$ cat config.mk
export PLATFORM = sky130hd
export DESIGN_NAME = fetch_unit
export DESIGN_NICKNAME = d
export VERILOG_FILES = /design/src/rtl/fetch_unit.sv
export SDC_FILE = /design/constraint.sdc
export NUM_CORES = 1
export LEC_CHECK = 0
export CORE_MARGIN = 4
export CORE_UTILIZATION = 30
export DETAILED_ROUTE_END_ITERATION = 16
export MAX_ROUTING_LAYER = met4
export SLEW_MARGIN = 20
export SYNTH_ARGS = -nofsm -noshare
export SYNTH_HDL_FRONTEND = slang
export SYNTH_SLANG_ARGS = --single-unit
$ cat constraint.sdc
create_clock -name clk -period 8 [get_ports clk]
set_input_delay 0.8 -clock clk [delete_from_list [all_inputs] [get_ports clk]]
set_output_delay 0.8 -clock clk [all_outputs]
set_load 0.01 [all_outputs]
$ cat src/rtl/fetch_unit.sv
// Instruction-fetch stage: PC register, req/ack instruction-memory fetch, instruction register and next-PC selection.
// Define FETCH_PERFCNT_EN to add the retired_cnt/stall_cnt performance counter outputs.
module fetch_unit #(
    parameter logic [31:0] RESET_PC = 32'h0000_0000,
    parameter int          TIMEOUT  = 255
) (
    input  logic        clk,
    input  logic        reset,
    input  logic        halt,
    output logic        imem_req,
    output logic [31:0] imem_addr,
    input  logic        imem_ack,
    input  logic [31:0] imem_rdata,
    output logic [31:0] instr,
    output logic [5:0]  op,
    output logic [5:0]  funct,
    output logic        instr_valid,
    output logic [31:0] pc,
    output logic [31:0] pcplus4,
    input  logic        pcsrc,
    input  logic        jump,
    input  logic [31:0] signimm,
    output logic        fetch_err
`ifdef FETCH_PERFCNT_EN
    ,
    output logic [31:0] retired_cnt,
    output logic [31:0] stall_cnt
`endif
);

    localparam int CNT_W = (TIMEOUT > 0) ? $clog2(TIMEOUT + 1) : 1;

    localparam logic [1:0] S_REQ  = 2'd0;
    localparam logic [1:0] S_WAIT = 2'd1;
    localparam logic [1:0] S_EXEC = 2'd2;
    localparam logic [1:0] S_ERR  = 2'd3;

    logic [1:0]       state_q, state_d;
    logic [31:0]      pc_q, pc_d;
    logic [31:0]      instr_q, instr_d;
    logic [CNT_W-1:0] wait_cnt_q, wait_cnt_d;
    logic             fetch_err_q, fetch_err_d;

    logic             req_raw;
    logic             valid_raw;
    logic [31:0]      pc_inc;
    logic [31:0]      branch_target;
    logic [31:0]      jump_target;
    logic [31:0]      next_pc;

    always_comb begin
        state_d       = state_q;
        pc_d          = pc_q;
        instr_d       = instr_q;
        wait_cnt_d    = '0;
        fetch_err_d   = fetch_err_q;
        req_raw       = 1'b0;
        valid_raw     = 1'b0;
        pc_inc        = pc_q + 32'd4;
        branch_target = pc_inc + (signimm << 2);
        jump_target   = {pc_inc[31:28], instr_q[25:0], 2'b00};
        if (jump) begin
            next_pc = jump_target;
        end else if (pcsrc) begin
            next_pc = branch_target;
        end else begin
            next_pc = pc_inc;
        end

        case (state_q)
            S_REQ: begin
                if (!halt) begin
                    req_raw = 1'b1;
                    if (imem_ack) begin
                        instr_d = imem_rdata;
                        state_d = S_EXEC;
                    end else begin
                        state_d = S_WAIT;
                    end
                end
            end
            // halt is deliberately ignored here: once issued, a request is held until ack or timeout
            S_WAIT: begin
                req_raw = 1'b1;
                if (imem_ack) begin
                    instr_d = imem_rdata;
                    state_d = S_EXEC;
                end else begin
                    wait_cnt_d = wait_cnt_q + CNT_W'(1);
                    if (TIMEOUT != 0 && wait_cnt_d == CNT_W'(TIMEOUT)) begin
                        fetch_err_d = 1'b1;
                        state_d     = S_ERR;
                    end
                end
            end
            S_EXEC: begin
                valid_raw = 1'b1;
                pc_d      = next_pc;
                state_d   = S_REQ;
            end
            S_ERR: begin
                state_d = S_ERR;
            end
            default: begin
                state_d = S_REQ;
            end
        endcase
    end

    always_ff @(posedge clk) begin
        if (reset) begin
            state_q     <= S_REQ;
            pc_q        <= RESET_PC;
            instr_q     <= '0;
            wait_cnt_q  <= '0;
            fetch_err_q <= 1'b0;
        end else begin
            state_q     <= state_d;
            pc_q        <= pc_d;
            instr_q     <= instr_d;
            wait_cnt_q  <= wait_cnt_d;
            fetch_err_q <= fetch_err_d;
        end
    end

    // Gating with reset drops a pending request in the reset cycle itself, so a late ack cannot be taken.
    assign imem_req    = req_raw && !reset;
    assign instr_valid = valid_raw && !reset;
    assign imem_addr   = pc_q;
    assign pc          = pc_q;
    assign pcplus4     = pc_inc;
    assign instr       = instr_q;
    assign op          = instr_q[31:26];
    assign funct       = instr_q[5:0];
    assign fetch_err   = fetch_err_q;

`ifdef FETCH_PERFCNT_EN
    logic [31:0] retired_cnt_q, retired_cnt_d;
    logic [31:0] stall_cnt_q, stall_cnt_d;

    always_comb begin
        retired_cnt_d = retired_cnt_q;
        stall_cnt_d   = stall_cnt_q;
        if (state_q == S_EXEC) begin
            retired_cnt_d = retired_cnt_q + 32'd1;
        end
        if (state_q == S_WAIT || (state_q == S_REQ && halt)) begin
            stall_cnt_d = stall_cnt_q + 32'd1;
        end
    end

    always_ff @(posedge clk) begin
        if (reset) begin
            retired_cnt_q <= '0;
            stall_cnt_q   <= '0;
        end else begin
            retired_cnt_q <= retired_cnt_d;
            stall_cnt_q   <= stall_cnt_d;
        end
    end

    assign retired_cnt = retired_cnt_q;
    assign stall_cnt   = stall_cnt_q;
`endif

endmodule

==> flow_results.xml, run 1 <==
<?xml version="1.0" encoding="UTF-8"?>
<metrics>
  <group name="outcome">
    <metric name="result_of_the_run" unit="">finished clean</metric>
  </group>
  <group name="placed_design">
    <metric name="dpl.cell_count" unit="">1120</metric>
    <metric name="dp_hpwl" unit="um">14800</metric>
    <metric name="port-buffer-count" unit="">204</metric>
    <metric name="gp_routability_congestion" unit="">0.886</metric>
  </group>
  <group name="route">
    <metric name="drt_pass1_iterations" unit="">4</metric>
    <metric name="detail_route.vias_per_cell" unit="">5.04</metric>
    <metric name="wire_per_inst" unit="um">16.9</metric>
    <metric name="drt.antenna.violating_nets" unit="">0</metric>
    <metric name="drt-initial-drc-count" unit="">288</metric>
    <metric name="drc" unit="">0</metric>
    <metric name="wirelength" unit="um">19300</metric>
    <metric name="num_vias" unit="">5730</metric>
  </group>
  <group name="cells_and_area">
    <metric name="final_cells" unit="">1136</metric>
    <metric name="layout.cells.most_common" unit="">sky130_fd_sc_hd__clkdlybuf4s50_1</metric>
    <metric name="layout.cells.most_common_list" unit="">203 x sky130_fd_sc_hd__clkdlybuf4s50_1, 126 x sky130_fd_sc_hd__nand2_1, 85 x sky130_fd_sc_hd__a21oi_1</metric>
    <metric name="final.fill_count" unit="">1934</metric>
    <metric name="multi_input_comb_area" unit="um2">3680</metric>
    <metric name="sequential_cell_area" unit="um2">1460</metric>
    <metric name="fin_nets" unit="">1006</metric>
    <metric name="areaGrowthSynthToFinish" unit="%">39.7</metric>
    <metric name="drive_above_1_share" unit="%">4.32</metric>
    <metric name="num_antenna_cells" unit="">0</metric>
  </group>
  <group name="sta">
    <metric name="max_freq" unit="GHz">0.219</metric>
    <metric name="slew_viol_final" unit="">0</metric>
    <metric name="final.setup_skew" unit="ps">7.61</metric>
    <metric name="finalWorstPathRequiredPeriod" unit="ps">4560</metric>
    <metric name="worstMarginPinSlew" unit="ps">745</metric>
    <metric name="finalHoldViolations" unit="">0</metric>
    <metric name="final_cycle_utilization_of_the_critical_path" unit="%">57.0</metric>
    <metric name="fin_tns_setup" unit="ps">0</metric>
    <metric name="timing.final.setup_violations" unit="">0</metric>
    <metric name="unrepaired_setup_endpoints_after_global_routing" unit="">no</metric>
    <metric name="worst_slew_margin_rel" unit="%">50.1</metric>
  </group>
  <group name="cts">
    <metric name="cts_tree" unit="">yes</metric>
    <metric name="clock_latency" unit="ps">330</metric>
    <metric name="clkTransAtPathRegs" unit="ps">60</metric>
    <metric name="number_of_buffers_inserted_during_clock_tree_synthesis" unit="">9</metric>
    <metric name="cts_root_buf" unit="">sky130_fd_sc_hd__clkbuf_16</metric>
    <metric name="numClockSinks" unit="">73</metric>
    <metric name="postCtsSetupBuffers" unit="">0</metric>
    <metric name="max-clock-path-buffers" unit="">2</metric>
    <metric name="cts_htree_levels" unit="">3</metric>
    <metric name="ctsResizeCount" unit="">0</metric>
    <metric name="cts_hold_buffers" unit="">0</metric>
  </group>
  <group name="min_path">
    <metric name="hold_path.class" unit="">register to register</metric>
  </group>
  <group name="die">
    <metric name="rows" unit="">50</metric>
    <metric name="design.die.area" unit="um2">21200</metric>
    <metric name="fp.dieH" unit="um">145</metric>
    <metric name="die_span_in_x" unit="um">145</metric>
    <metric name="initial_utilization" unit="%">30.4</metric>
    <metric name="core_footprint" unit="um2">18600</metric>
    <metric name="num_io_pins" unit="">213</metric>
  </group>
  <group name="setup_path">
    <metric name="type_of_the_worst_setup_path" unit="">register to register</metric>
    <metric name="critical_path.max_stage_delay" unit="ps">520</metric>
    <metric name="most_common_cell_type_on_the_critical_path" unit="">sky130_fd_sc_hd__a21o_1</metric>
    <metric name="crit_path_end_kind" unit="">register</metric>
    <metric name="critical-path-slowest-cell" unit="">sky130_fd_sc_hd__nor4_2</metric>
    <metric name="worstPathMaxFanout" unit="">9</metric>
    <metric name="worst_setup_path_start_kind" unit="">register</metric>
    <metric name="cell_breakdown_of_the_critical_path" unit="">ha_1 -&gt; nand3_1 -&gt; nor4_2 -&gt; nand2_1 -&gt; or2_1 -&gt; xnor2_1 -&gt; ha_1 -&gt; a21o_1 -&gt; a21o_1 -&gt; a21o_1 -&gt; a221oi_1 -&gt; a2bb2oi_1 -&gt; nand2_1 -&gt; o211ai_1 -&gt; xnor2_1 -&gt; o21ai_1</metric>
    <metric name="cp_data_arrival_time" unit="ps">4770</metric>
    <metric name="critical_path_required" unit="ps">8210</metric>
  </group>
  <group name="power_and_ir_drop">
    <metric name="leakagePower" unit="nW">3.06</metric>
    <metric name="power.density" unit="nW/um2">140</metric>
    <metric name="total_power_consumption" unit="mW">1.11</metric>
    <metric name="ir_worst_vdd" unit="mV">0.0962</metric>
  </group>
  <group name="global_route">
    <metric name="grt_pass1_vias" unit="">5301</metric>
    <metric name="antenna_found_initial" unit="">0</metric>
    <metric name="grt_first_pass_wirelength" unit="um">29900</metric>
    <metric name="grt_max_degree" unit="">63</metric>
    <metric name="grt_overflow_total" unit="">0</metric>
    <metric name="grt_use_total" unit="%">17.8</metric>
  </group>
  <group name="logic_synthesis">
    <metric name="netlist_area" unit="um2">5670</metric>
    <metric name="yosys.cell_types.count" unit="">66</metric>
    <metric name="yosys_warnings" unit="">0</metric>
    <metric name="number_of_enable_flip_flop_cells_after_synthesis" unit="">0</metric>
    <metric name="yosys_register_bits" unit="">73</metric>
    <metric name="syn_area_per_cell" unit="um2">7.56</metric>
    <metric name="synth.yosys.seq_area_share" unit="%">25.8</metric>
    <metric name="async_flop_share" unit="%">0</metric>
    <metric name="netlist_instances" unit="">750</metric>
    <metric name="yosys_most_used_dff" unit="">sky130_fd_sc_hd__dfxtp_1</metric>
  </group>
  <group name="job">
    <metric name="maxCapViolCount" unit="">0</metric>
  </group>
</metrics>
[synthesized netlist by cell type, drive strengths merged, types with 4 or more instances]
master  instances  area share (%)
a211oi         10             1.3
a21o           20             2.7
a21oi          86             7.7
a221oi          4            0.93
and3            8            0.88
and4            4            0.62
buf            52             6.6
clkbuf         29             1.9
dfxtp          73              26
ha             38             8.4
inv            15            0.99
mux2i           5            0.88
nand2         126             8.3
nand2b          6            0.66
nand3          20             1.8
nand4          10             1.1
nor2           57             3.8
nor2b           5            0.55
nor3           22             2.1
o211ai          9             1.2
o21a            9             1.2
o21ai          29             2.6
o21bai          4            0.60
xnor2          38             5.9
xor2           18             2.8
[worst max-delay path, delay by kind of cell (launching register included)]
| kind | cells | cell delay, ps |
|---|---|---|
| compound gates | 7 | 1540 |
| xor+xnor | 2 | 510 |
| fa+ha+maj | 2 | 610 |
| flops | 1 | 470 |
| simple gates | 5 | 1320 |
[cell type report]
type	count	area share [%]
Multi-Input combinational cell	585	46.5
Timing Repair Buffer	212	26.5
Clock inverter	5	0.996
Tap cell	234	3.70
Inverter	16	0.759
Clock buffer	11	3.07
Sequential cell	73	18.5
[final timing paths]
path,endpoint,depth (start not counted),from,slack [ps]
worst max-delay path,imem_addr[31]$_SDFFE_PP0N_,16,imem_addr[2]$_SDFFE_PP0N_,3440
worst min-delay path,instr[26]$_SDFFE_PP0P_,2,instr[26]$_SDFFE_PP0P_,470
worst max register to register,imem_addr[31]$_SDFFE_PP0N_,16,imem_addr[2]$_SDFFE_PP0N_,3440
worst min register to register,instr[26]$_SDFFE_PP0P_,2,instr[26]$_SDFFE_PP0P_,470
[state kept, by name, indices dropped and copies added, names as in the netlist]
signal,cells
wait_cnt_q,8
imem_addr,30
state_q,2
instr,32
fetch_err,1
[kinds of logic (layout without fill, tap and decap cells)]
kind of cell,after synthesis,count (layout),synth area share (%)
compound gates,206,206,24.1
xor+xnor,56,56,8.65
fa+ha+maj,39,39,8.74
buf+inv,97,244,9.60
flops,73,73,25.8
mux,5,5,0.883
other cells,1,6,0.0661
simple gates,273,273,22.2
[report_power, final]
group | switching (mW) | leakage, nW | total (mW) | internal (mW)
clock | 0.152 | 0.159 | 0.433 | 0.281
sequential | 0.0217 | 0.594 | 0.401 | 0.379
combinational | 0.138 | 2.30 | 0.273 | 0.135
total | 0.312 | 3.06 | 1.11 | 0.795
[metal layers]
metal	share of wire (%)	wire (um)	vias up	global-route usage (%)
li1	-	-	2891	-
met1	49	9400	2614	25.4
met2	44	8510	205	26.4
met3	5.6	1080	20	2.80
met4	1.4	265	0	4.32
met5	0	0	-	-
[metrics by stage]
| stage | area [um2] | util (%) | worst slack [ps] | hold slack, ps |
|---|---|---|---|---|
| finish | 7920 | 42.5 | 3440 | 475 |
| CTS | 7920 | 42.5 | 3440 | 477 |
| floorplan | 5690 | - | 3940 | 441 |
| global route | 7920 | 42.5 | 3210 | 497 |
| global placement | 7600 | 40.7 | 3510 | 461 |
| detailed placement | 7600 | 40.7 | 3470 | 467 |
No activity file was read; power rests on OpenSTA's default activity.
==> inputs of run 2 (changes only) <==
clock period = 4.33 ns   (was 8 ns; I/O delays follow)
==> flow_results.xml, run 2 (same netlist as run 1, synthesis figures left out) <==
<?xml version="1.0" encoding="UTF-8"?>
<metrics>
  <group name="setup_path">
    <metric name="crit_path_end_kind" unit="">register</metric>
    <metric name="worst-r2r-cell-count" unit="">15</metric>
    <metric name="worstPathMaxFanout" unit="">6</metric>
    <metric name="cp_data_arrival_time" unit="ps">4160</metric>
    <metric name="type_of_the_worst_setup_path" unit="">register to register</metric>
    <metric name="critical_path_required" unit="ps">4540</metric>
    <metric name="worst_setup_path_start_kind" unit="">register</metric>
  </group>
  <group name="cells_and_area">
    <metric name="layout.cells.most_common_list" unit="">203 x sky130_fd_sc_hd__clkdlybuf4s50_1, 126 x sky130_fd_sc_hd__nand2_1, 85 x sky130_fd_sc_hd__a21oi_1</metric>
    <metric name="num_antenna_cells" unit="">0</metric>
    <metric name="fin_nets" unit="">1029</metric>
    <metric name="largest_register_ff_count" unit="">32</metric>
    <metric name="areaGrowthSynthToFinish" unit="%">42.9</metric>
    <metric name="fin_area" unit="um2">8100</metric>
    <metric name="utilization" unit="%">43.4</metric>
    <metric name="final.fill_count" unit="">1881</metric>
    <metric name="layout.cells.most_common" unit="">sky130_fd_sc_hd__clkdlybuf4s50_1</metric>
    <metric name="drive_above_1_share" unit="%">6.81</metric>
  </group>
  <group name="sta">
    <metric name="worst_slew_margin_rel" unit="%">46.3</metric>
    <metric name="final_cycle_utilization_of_the_critical_path" unit="%">91.0</metric>
    <metric name="worstMarginPinSlew" unit="ps">802</metric>
    <metric name="timing.final.setup_violations" unit="">0</metric>
    <metric name="unrepaired_setup_endpoints_after_global_routing" unit="">no</metric>
    <metric name="max_freq" unit="GHz">0.254</metric>
    <metric name="fin_ws" unit="ps">389</metric>
    <metric name="fin_tns_setup" unit="ps">0</metric>
    <metric name="final.setup_skew" unit="ps">9.05</metric>
    <metric name="finalHoldViolations" unit="">0</metric>
    <metric name="finalWorstPathRequiredPeriod" unit="ps">3940</metric>
    <metric name="slew_viol_final" unit="">0</metric>
  </group>
  <group name="route">
    <metric name="wirelength" unit="um">19600</metric>
    <metric name="drt_pass1_iterations" unit="">5</metric>
    <metric name="detail_route.vias_per_cell" unit="">5.00</metric>
    <metric name="drt.antenna.violating_nets" unit="">0</metric>
    <metric name="num_vias" unit="">5795</metric>
    <metric name="drc" unit="">0</metric>
    <metric name="wire_per_inst" unit="um">16.9</metric>
    <metric name="drt-initial-drc-count" unit="">408</metric>
  </group>
  <group name="cts">
    <metric name="postCtsSetupBuffers" unit="">0</metric>
    <metric name="cts_root_buf" unit="">sky130_fd_sc_hd__clkbuf_16</metric>
    <metric name="max-clock-path-buffers" unit="">2</metric>
    <metric name="cts_tree" unit="">yes</metric>
    <metric name="numClockSinks" unit="">73</metric>
    <metric name="ctsResizeCount" unit="">0</metric>
    <metric name="clkTransAtPathRegs" unit="ps">60</metric>
    <metric name="clock_latency" unit="ps">330</metric>
    <metric name="number_of_buffers_inserted_during_clock_tree_synthesis" unit="">9</metric>
    <metric name="cts_htree_levels" unit="">3</metric>
    <metric name="cts_hold_buffers" unit="">0</metric>
  </group>
  <group name="power_and_ir_drop">
    <metric name="pwr-share-comb" unit="%">25.1</metric>
    <metric name="switching_share" unit="%">28.8</metric>
    <metric name="power.sequential.fraction" unit="%">35.4</metric>
    <metric name="leakagePower" unit="nW">3.17</metric>
    <metric name="power_switching" unit="uW">597</metric>
    <metric name="ir_worst_vdd" unit="mV">0.137</metric>
    <metric name="power.density" unit="nW/um2">256</metric>
    <metric name="power.clock.fraction" unit="%">39.5</metric>
    <metric name="power_report.internal_total" unit="mW">1.48</metric>
  </group>
  <group name="global_route">
    <metric name="grt_first_pass_wirelength" unit="um">30600</metric>
    <metric name="grt_pass1_vias" unit="">5541</metric>
    <metric name="grt_overflow_total" unit="">0</metric>
    <metric name="antenna_found_initial" unit="">0</metric>
    <metric name="grt_max_degree" unit="">62</metric>
    <metric name="grt_use_total" unit="%">18.4</metric>
  </group>
  <group name="placed_design">
    <metric name="port-buffer-count" unit="">204</metric>
    <metric name="gp_routability_congestion" unit="">0.880</metric>
    <metric name="placed_area" unit="um2">7770</metric>
    <metric name="dp_hpwl" unit="um">15300</metric>
    <metric name="dp_worst_setup_slack" unit="ps">431</metric>
  </group>
  <group name="min_path">
    <metric name="hold-path-cell-count" unit="">2</metric>
    <metric name="hold_path.class" unit="">register to register</metric>
  </group>
  <group name="die">
    <metric name="core_footprint" unit="um2">18600</metric>
    <metric name="initial_utilization" unit="%">30.4</metric>
    <metric name="fp.dieH" unit="um">145</metric>
    <metric name="rows" unit="">50</metric>
    <metric name="num_io_pins" unit="">213</metric>
    <metric name="design.die.area" unit="um2">21200</metric>
    <metric name="die_span_in_x" unit="um">145</metric>
  </group>
  <group name="job">
    <metric name="maxCapViolCount" unit="">0</metric>
  </group>
  <group name="outcome">
    <metric name="result_of_the_run" unit="">finished clean</metric>
  </group>
</metrics>
==> run 2: cell types whose count changed in the layout (fill, tap and decap cells not counted), sizes merged <==
cell / delta
buf: +23
clkbuf: -1
clkinv: -2
clkinvlp: +3
==> run 2: power by group through the flow <==
stage / clock [mW] / combinational (mW) / sequential [mW]
after floorplan: 0 / 0.278 / 0.753
after global routing: 0.862 / 0.567 / 0.740
after detailed placement: 0 / 0.518 / 0.750
after CTS: 0.837 / 0.522 / 0.736
final: 0.820 / 0.521 / 0.735
after global placement: 0 / 0.519 / 0.749
==> run 2: path summary, 6_finish.rpt <==
kind                                           startpoint                         end  slack (ps)
worst max-delay path            imem_addr[7]$_SDFFE_PP0N_  imem_addr[31]$_SDFFE_PP0N_         390
worst min-delay path                instr[8]$_SDFFE_PP0P_       instr[8]$_SDFFE_PP0P_         470
worst max register to register  imem_addr[7]$_SDFFE_PP0N_  imem_addr[31]$_SDFFE_PP0N_         390
worst min register to register      instr[8]$_SDFFE_PP0P_       instr[8]$_SDFFE_PP0P_         470
==> run 2: stage by stage <==
stage	hold WS, ps	std cells	power (mW)
after floorplan	441	755	1.03
after global placement	459	1143	1.27
after detailed placement	464	1143	1.27
after CTS	476	1159	2.09
after global routing	497	1159	2.17
final	468	1159	2.08
==> run 2: final cells by class <==
cell class	instances	area (um2)	area share, %
timing repair buffer	235	2270	28.0
clock inverter	6	91.3	1.13
clock buffer	10	239	2.95
tap	234	293	3.62
sequential	73	1460	18.0
multi-input combinational	585	3680	45.5
inverter	16	60.1	0.742
==> run 2: metal layers <==
metal	up-vias	global-route usage (%)	routed length (um)
met2	198	27.7	8660
met5	-	-	0
li1	2941	-	-
met1	2632	25.7	9420
met3	24	2.74	1150
met4	0	5.41	370
==> run 2: critical path: stages, from the launching register on <==
cell	delay [ps]
sky130_fd_sc_hd__dfxtp_1	460
sky130_fd_sc_hd__nand2_1	200
sky130_fd_sc_hd__nor4_2	360
sky130_fd_sc_hd__nand2_1	120
sky130_fd_sc_hd__or2_1	280
sky130_fd_sc_hd__xnor2_1	340
sky130_fd_sc_hd__ha_1	320
sky130_fd_sc_hd__a21o_1	170
sky130_fd_sc_hd__a21o_1	170
sky130_fd_sc_hd__a21o_1	190
sky130_fd_sc_hd__a221oi_1	310
sky130_fd_sc_hd__a2bb2oi_1	240
sky130_fd_sc_hd__nand2_1	100
sky130_fd_sc_hd__o211ai_1	320
sky130_fd_sc_hd__xnor2_1	160
sky130_fd_sc_hd__o21ai_1	70
==> inputs of run 3 (changes only) <==
CAP_MARGIN = 40   (was not set)
CORE_MARGIN = 2   (was 4)
==> flow_results.xml, run 3 (same netlist as run 1, synthesis figures left out) <==
<?xml version="1.0" encoding="UTF-8"?>
<metrics>
  <group name="outcome">
    <metric name="result_of_the_run" unit="">finished clean</metric>
  </group>
  <group name="route">
    <metric name="num_vias" unit="">5775</metric>
    <metric name="met2_length" unit="um">8800</metric>
    <metric name="drt.antenna.violating_nets" unit="">0</metric>
    <metric name="highest-signal-layer" unit="">met4</metric>
    <metric name="drt_pass1_iterations" unit="">5</metric>
    <metric name="wl_met1" unit="um">9580</metric>
    <metric name="drc" unit="">0</metric>
    <metric name="wirelength" unit="um">19600</metric>
    <metric name="met3WireLength" unit="um">1050</metric>
    <metric name="wire_per_inst" unit="um">17.0</metric>
    <metric name="detail_route.vias_per_cell" unit="">5.00</metric>
    <metric name="drt-initial-drc-count" unit="">326</metric>
  </group>
  <group name="cts">
    <metric name="cts_hold_buffers" unit="">0</metric>
    <metric name="clock_latency" unit="ps">320</metric>
    <metric name="cts_root_buf" unit="">sky130_fd_sc_hd__clkbuf_16</metric>
    <metric name="cts_htree_levels" unit="">3</metric>
    <metric name="number_of_buffers_inserted_during_clock_tree_synthesis" unit="">9</metric>
    <metric name="max-clock-path-buffers" unit="">2</metric>
    <metric name="clkTransAtPathRegs" unit="ps">60</metric>
    <metric name="numClockSinks" unit="">73</metric>
    <metric name="cts_tree" unit="">yes</metric>
  </group>
  <group name="sta">
    <metric name="timing.final.setup_violations" unit="">0</metric>
    <metric name="max_freq" unit="GHz">0.249</metric>
    <metric name="worstMarginPinSlew" unit="ps">762</metric>
    <metric name="finalHoldViolations" unit="">0</metric>
    <metric name="unrepaired_setup_endpoints_after_global_routing" unit="">no</metric>
    <metric name="worst_slew_margin_rel" unit="%">49.0</metric>
    <metric name="slew_viol_final" unit="">0</metric>
    <metric name="fin_tns_setup" unit="ps">0</metric>
    <metric name="finalHoldWorstSlack" unit="ps">471</metric>
    <metric name="finalWorstPathRequiredPeriod" unit="ps">4020</metric>
    <metric name="final_cycle_utilization_of_the_critical_path" unit="%">92.9</metric>
    <metric name="final.setup_skew" unit="ps">7.78</metric>
  </group>
  <group name="cells_and_area">
    <metric name="drive_above_1_share" unit="%">6.41</metric>
    <metric name="fin_nets" unit="">1026</metric>
    <metric name="sequential_cell_area" unit="um2">1460</metric>
    <metric name="largest_register_ff_count" unit="">32</metric>
    <metric name="num_antenna_cells" unit="">0</metric>
    <metric name="areaGrowthSynthToFinish" unit="%">41.7</metric>
    <metric name="multi_input_comb_area" unit="um2">3690</metric>
    <metric name="utilization" unit="%">43.1</metric>
    <metric name="layout.cells.most_common" unit="">sky130_fd_sc_hd__clkdlybuf4s50_1</metric>
    <metric name="final.fill_count" unit="">1919</metric>
    <metric name="layout.cells.most_common_list" unit="">203 x sky130_fd_sc_hd__clkdlybuf4s50_1, 126 x sky130_fd_sc_hd__nand2_1, 85 x sky130_fd_sc_hd__a21oi_1</metric>
  </group>
  <group name="min_path">
    <metric name="hold-path-cell-count" unit="">1</metric>
    <metric name="hold_path.class" unit="">register to register</metric>
  </group>
  <group name="placed_design">
    <metric name="port-buffer-count" unit="">204</metric>
    <metric name="gp_routability_congestion" unit="">0.861</metric>
    <metric name="dp_hpwl" unit="um">15100</metric>
  </group>
  <group name="power_and_ir_drop">
    <metric name="ir_worst_vdd" unit="mV">0.150</metric>
    <metric name="power.density" unit="nW/um2">246</metric>
    <metric name="leakagePower" unit="nW">3.15</metric>
  </group>
  <group name="die">
    <metric name="design.die.area" unit="um2">20000</metric>
    <metric name="core_footprint" unit="um2">18600</metric>
    <metric name="rows" unit="">50</metric>
    <metric name="die_span_in_x" unit="um">141</metric>
    <metric name="fp.dieH" unit="um">141</metric>
    <metric name="initial_utilization" unit="%">30.4</metric>
    <metric name="num_io_pins" unit="">213</metric>
  </group>
  <group name="global_route">
    <metric name="grt_overflow_total" unit="">0</metric>
    <metric name="antenna_found_initial" unit="">0</metric>
    <metric name="grt_pass1_vias" unit="">5328</metric>
    <metric name="grt_max_degree" unit="">62</metric>
    <metric name="grt_first_pass_wirelength" unit="um">29900</metric>
    <metric name="grt_use_total" unit="%">19.5</metric>
  </group>
  <group name="setup_path">
    <metric name="cp_data_arrival_time" unit="ps">4290</metric>
    <metric name="critical_path_required" unit="ps">4600</metric>
    <metric name="worstPathMaxFanout" unit="">7</metric>
    <metric name="worst-r2r-cell-count" unit="">14</metric>
    <metric name="type_of_the_worst_setup_path" unit="">register to register</metric>
    <metric name="crit_path_end_kind" unit="">register</metric>
    <metric name="worst_setup_path_start_kind" unit="">register</metric>
  </group>
  <group name="job">
    <metric name="maxCapViolCount" unit="">0</metric>
  </group>
</metrics>
## run 3: cell type report
type	instances	area share (%)
clock buffer	10	2.97
clock inverter	4	0.561
inverter	16	0.748
multi-input combinational	585	45.9
sequential	73	18.2
tap	234	3.64
timing repair buffer	232	28.0
## run 3: power by group
part,leakage [nW],internal (mW),switching (mW)
clock,0.144,0.452,0.270
combinational,2.41,0.257,0.263
sequential,0.594,0.700,0.0368
total,3.15,1.41,0.570
## run 3: timing repair
action	CTS	global route
gates resized for setup	0	1
setup endpoints to repair	0	1
buffers inserted	0	0
## run 3: path summary, 6_finish.rpt
check                          endpoint  slack, ps                      start
max          imem_addr[27]$_SDFFE_PP0N_        310  imem_addr[7]$_SDFFE_PP0N_
min            wait_cnt_q[0]$_SDFF_PP0_        470   wait_cnt_q[0]$_SDFF_PP0_
max reg2reg  imem_addr[27]$_SDFFE_PP0N_        310  imem_addr[7]$_SDFFE_PP0N_
min reg2reg    wait_cnt_q[0]$_SDFF_PP0_        470   wait_cnt_q[0]$_SDFF_PP0_
## run 3: metal layers
layer / up-vias / GRT usage (%)
met2: 172 / 30.2
met5: - / -
li1: 2934 / -
met4: 0 / 3.84
met3: 9 / 2.56
met1: 2660 / 27.4
## run 3: metrics by stage
step	instance area (um2)	instances	power [mW]	setup WS, ps
final	8030	1154	1.98	307
after global routing	8030	1154	2.07	7.28
after CTS	8030	1154	2.00	358
after detailed placement	7750	1140	1.27	377
after global placement	7750	1140	1.27	353
after floorplan	5690	755	1.03	271
## run 3: critical path: stages, from the launching register on
cell	delay, ps
sky130_fd_sc_hd__dfxtp_1	480
sky130_fd_sc_hd__nand2_1	210
sky130_fd_sc_hd__nor4_2	450
sky130_fd_sc_hd__nand2_1	120
sky130_fd_sc_hd__xnor2_1	280
sky130_fd_sc_hd__ha_1	380
sky130_fd_sc_hd__a21oi_1	260
sky130_fd_sc_hd__a21oi_1	110
sky130_fd_sc_hd__a211oi_1	360
sky130_fd_sc_hd__a21oi_1	220
sky130_fd_sc_hd__o21ai_1	180
sky130_fd_sc_hd__nand2_1	100
sky130_fd_sc_hd__xnor2_1	150
sky130_fd_sc_hd__a2111oi_1	490
sky130_fd_sc_hd__a211o_1	160
